File: config.mk
export PLATFORM = sky130hd
export DESIGN_NAME = load_store_unit
export DESIGN_NICKNAME = d
export VERILOG_FILES = /design/src/rtl/load_store_unit.sv
export SDC_FILE = /design/constraint.sdc
export NUM_CORES = 1
export LEC_CHECK = 0
export ABC_AREA = 1
export CORE_ASPECT_RATIO = 0.5
export CORE_UTILIZATION = 45
export DETAILED_ROUTE_END_ITERATION = 12
export HOLD_SLACK_MARGIN = 0.08
export PLACE_DENSITY_LB_ADDON = 0.08
export SYNTH_ARGS = -nofsm -noshare
export SYNTH_HDL_FRONTEND = slang
export SYNTH_SLANG_ARGS = --single-unit
File: constraint.sdc
create_clock -name clk -period 4.9 [get_ports clk]
set_clock_uncertainty 0.05 [all_clocks]
set_input_delay 0.98 -clock clk [delete_from_list [all_inputs] [get_ports clk]]
set_output_delay 0.98 -clock clk [all_outputs]
set_load 0.005 [all_outputs]
File: src/rtl/load_store_unit.sv
// Load/store sequencer in front of a small byte memory: forms base+offset,
// drives level-sensitive rd/wr strobes with setup/hold cycles, returns data or fault.
module load_store_unit #(
    parameter int ADDR_W        = 5,
    parameter int STROBE_CYCLES = 1
) (
    input  logic              clk,
    input  logic              rst_n,
    input  logic              req_valid,
    output logic              req_ready,
    input  logic              req_we,
    input  logic [7:0]        req_base,
    input  logic [3:0]        req_offset,
    input  logic [7:0]        req_wdata,
    output logic              resp_valid,
    input  logic              resp_ready,
    output logic [7:0]        resp_rdata,
    output logic              resp_fault,
    output logic              mem_rd,
    output logic              mem_wr,
    output logic [ADDR_W-1:0] mem_addr,
    output logic [7:0]        mem_wdata,
    input  logic [7:0]        mem_rdata
);
    // Handshakes: a transfer happens on a rising edge where valid and ready are both 1;
    // req_ready is high only while idle, resp_valid holds with stable data until resp_ready.

    typedef enum logic [2:0] {IDLE, SETUP, STROBE, HOLD, RESP} state_t;

    state_t     state;
    logic [3:0] strobe_cnt;
    logic       is_store;
    logic [7:0] eff;
    logic       eff_fault;

    // 8-bit wrap-around sum; any bit above the memory range marks a fault
    assign eff       = req_base + {{4{req_offset[3]}}, req_offset};
    assign eff_fault = (eff >> ADDR_W) != 8'd0;

    always_ff @(posedge clk) begin
        if (!rst_n) begin
            state      <= IDLE;
            req_ready  <= 1'b1;
            resp_valid <= 1'b0;
            resp_rdata <= 8'd0;
            resp_fault <= 1'b0;
            mem_rd     <= 1'b0;
            mem_wr     <= 1'b0;
            mem_addr   <= '0;
            mem_wdata  <= 8'd0;
            strobe_cnt <= 4'd0;
            is_store   <= 1'b0;
        end else begin
            case (state)
                IDLE: begin
                    if (req_valid) begin
                        req_ready  <= 1'b0;
                        resp_rdata <= 8'd0;
                        is_store   <= req_we;
                        if (eff_fault) begin
                            resp_fault <= 1'b1;
                            resp_valid <= 1'b1;
                            state      <= RESP;
                        end else begin
                            resp_fault <= 1'b0;
                            mem_addr   <= eff[ADDR_W-1:0];
                            if (req_we) begin
                                mem_wdata <= req_wdata;
                            end
                            state <= SETUP;
                        end
                    end
                end
                SETUP: begin
                    mem_rd     <= !is_store;
                    mem_wr     <= is_store;
                    strobe_cnt <= 4'(STROBE_CYCLES - 1);
                    state      <= STROBE;
                end
                STROBE: begin
                    if (strobe_cnt == 4'd0) begin
                        // closing edge of the last strobe cycle: sample the memory
                        mem_rd <= 1'b0;
                        mem_wr <= 1'b0;
                        if (!is_store) begin
                            resp_rdata <= mem_rdata;
                        end
                        state <= HOLD;
                    end else begin
                        strobe_cnt <= strobe_cnt - 4'd1;
                    end
                end
                HOLD: begin
                    resp_valid <= 1'b1;
                    state      <= RESP;
                end
                RESP: begin
                    if (resp_ready) begin
                        resp_valid <= 1'b0;
                        req_ready  <= 1'b1;
                        state      <= IDLE;
                    end
                end
                default: state <= IDLE;
            endcase
        end
    end

endmodule

==> reports/results.txt <==
Status = complete, no violations
Met1 wire length = 1890 um
Worst Hold Slack = 0.400 ns
Total setup buffers inserted after CTS = 0
Pwr Total = 685 uW
Met2 routed WL = 2010 um
Fin. max-slew vios = 0
Cell area after synthesis = 0.00178 sq mm
CTS sink count = 34
Root Buffer = clkbuf_8
Total grt overflow = 0
Max-Cap Viols = 0
Antenna diodes = 0
Multiplexer share of the synthesized area = 0%
Power Density = 276 mW/mm^2
# IOs = 59
CTS buffer count = 5
Top sig layer = met4
Chip width = 91.0 um
Unrepaired setup endpoints after global routing = false
Main combinational cell family by area after synthesis = simple AND/OR/NAND/NOR gates
Post-synth EDFFs = 0
Top FF cell, synth = dfxtp_1
CP max FO = 14
Synthesis warning total = 0
Fmax = 339 MHz
XOR/XNOR Fraction of Synth Area = 1.47%
DRT iter0 DRCs = 74
Antenna violations before repair = 0
Worst-skew pair later-pin latency = 0.28 ns
Fin crit share = 60.3%
Proportion of layout cells with a drive suffix above 1 = 7.14%
Final ANT Viol Nets = 0
Post-synth cell types = 28
Compound-gate portion of the synthesized area = 11.1%
Vias post-DR = 1727
Global-route wire length before repair = 6410 um
Crit path launch type = primary input
Relative slew slack = 52.8%
GP Congestion = 0.767
Post-Syn Instances = 247
FP Rows = 15
HP Class = flop to flop
Initial core utilization = 49.4%
Worst Tran Pin Value = 0.706 ns
Hold Buf Count CTS = 0
Post-DP HPWL = 3150 um
Setup Crit Path Kind = primary input to flop
WL/cell = 11.3 um
Detailed Routing Iterations Pass 1 = 4
Adder-cell share of the synthesized area = 7.44%
Crit path DAT = 3.07 ns
Worst-case clock buffer depth = 2
Async SR Flop Fraction = 0%
Minimum clock period = 2.95 ns
Area grow syn2layout = 39.5%
Via count of the first global-routing pass = 1511
Sequential area share after synthesis = 38.2%
Largest net degree at the start of global routing = 21
Final setup TNS = 0 ns
CP Capture Type = flop
Die span in y = 46.5 um
Synth Register Bits = 34
Total Nets Final = 350
Peak VDD IR = 0.110 mV
Area of the core = 0.00360 sq mm
Final hold violation count = 0
CTS tree = yes
H-tree depth = 2
Die footprint = 0.00423 sq mm
Simple-gate share of the synthesized area = 33.5%
Syn_area_per_cell = 7.21 sq um
Final setup fails = 0
GRT Util Overall = 19.7%
DR vias/cell = 4.81
Post-route DRC = 0
Number of port buffers = 58
Required @ worst endpoint = 5.02 ns
Final WL = 4060 um
Leakage = 1.06 nW
Clock Pin Slew Worst Setup and Hold Paths = 0.06 ns
DR WL met3 = 136 um
Cts repair resizes = 0
Mapped Nets = 290
==> flip-flops by register name, indices dropped and copies added, names as in the netlist <==
name and flops:
mem_addr 5, req_ready 1, resp_valid 1, resp_rdata 8, mem_wdata 8, is_store 1, strobe_cnt 4, state 3
mem_rd 1, resp_fault 1, mem_wr 1
==> layout by cell type, fill, tap and decap left out <==
cell type / netlist / routed
inv_1: 29 / 29
a21oi_4: 1 / 1
nor3_1: 12 / 12
a31oi_1: 1 / 1
inv_2: 2 / 2
clkbuf_8: 0 / 6
fa_1: 1 / 1
nand3_4: 1 / 1
xor2_1: 2 / 2
a211oi_1: 2 / 2
dfxtp_1: 34 / 34
nor3_2: 2 / 2
nand3_2: 1 / 1
or2_2: 1 / 1
nand3_1: 17 / 17
nand2_2: 3 / 3
o21ai_1: 3 / 3
nor2_1: 30 / 30
nand3b_1: 2 / 2
nor2_4: 4 / 4
clkdlybuf4s50_1: 0 / 58
ha_1: 9 / 9
a21oi_1: 18 / 18
clkinv_2: 0 / 1
clkbuf_1: 2 / 1
o21ai_0: 11 / 11
nand2_1: 55 / 55
xnor2_1: 1 / 1
==> critical path, cell delays in order <==
cell,delay [ns]
clkdlybuf4s50_1,0.51
ha_1,0.40
nand2_1,0.10
nor2_1,0.11
nand3_1,0.12
nand2_1,0.09
nand2_1,0.06
nand2_2,0.08
nand3_4,0.18
nor2_4,0.24
o21ai_1,0.09
nand2_1,0.06
nor2_1,0.05
==> kinds of logic (layout without fill, tap and decap cells) <==
logic type	count (synthesis)	after routing
AO/OA/AOI/OAI	36	36
XOR/XNOR	3	3
adder cells (fa/ha/maj)	10	10
buffers and inverters	36	97
flip-flops	34	34
AND/OR/NAND/NOR	128	128
==> report_power, final <==
part | switching, mW | internal (mW) | leakage (nW) | total, mW
logic | 0.0952 | 0.0787 | 0.741 | 0.174
clock network | 0.0975 | 0.113 | 0.0482 | 0.211
registers | 0.00981 | 0.291 | 0.276 | 0.301
total | 0.202 | 0.483 | 1.06 | 0.685
==> synthesized netlist by cell type, types with 2 or more instances <==
cell	number	share of area [%]
nor2_4	4	2.5
nor2_1	30	6.3
a211oi_1	2	0.84
ha_1	9	6.3
nand2_1	55	12
nor3_2	2	1.1
nand3b_1	2	0.84
inv_1	29	6.1
o21ai_1	3	0.84
nand2_2	3	1.1
dfxtp_1	34	38
a21oi_1	18	5.1
xor2_1	2	0.98
nand3_1	17	4.8
inv_2	2	0.42
nor3_1	12	3.4
clkbuf_1	2	0.42
o21ai_0	11	3.1
==> per-layer routing <==
layer | track usage, % | vias up
li1 | - | 915
met1 | 23.2 | 775
met2 | 37.0 | 35
met3 | 4.95 | 2
met4 | 5.71 | 0
met5 | 0 | -
==> stage by stage <==
stage	utilization [%]	std cells	cell area (sq um)	setup slack, ns
6_report	69.0	359	2490	1.95
5_1_grt	69.0	359	2490	1.69
4_1_cts	69.0	359	2490	1.94
3_5_place_dp	66.5	351	2390	1.65
3_3_place_gp	66.5	351	2390	1.70
2_1_floorplan	-	247	1780	2.34
==> path summary, 6_finish.rpt <==
check | from | to | slack [ns] | cells after the start
setup reg to reg | state[0] | resp_rdata[0] | 3.19 | 9
setup / recovery | req_offset[3] | mem_addr[2] | 1.95 | 13
hold / removal | resp_valid | resp_valid | 0.40 | 2
hold reg to reg | resp_valid | resp_valid | 0.40 | 2
==> layout make-up <==
type                    instances  area, sq um
flip-flops and latches         34          681
fillers                       330         1120
multi-input cells             177          953
well taps                      51         63.8
inverters                      31          116
clock buffers                   7         86.3
clock inverters                 1         5.00
repair buffers                 58          581
Note: power is estimated with default switching activity, not from simulation.
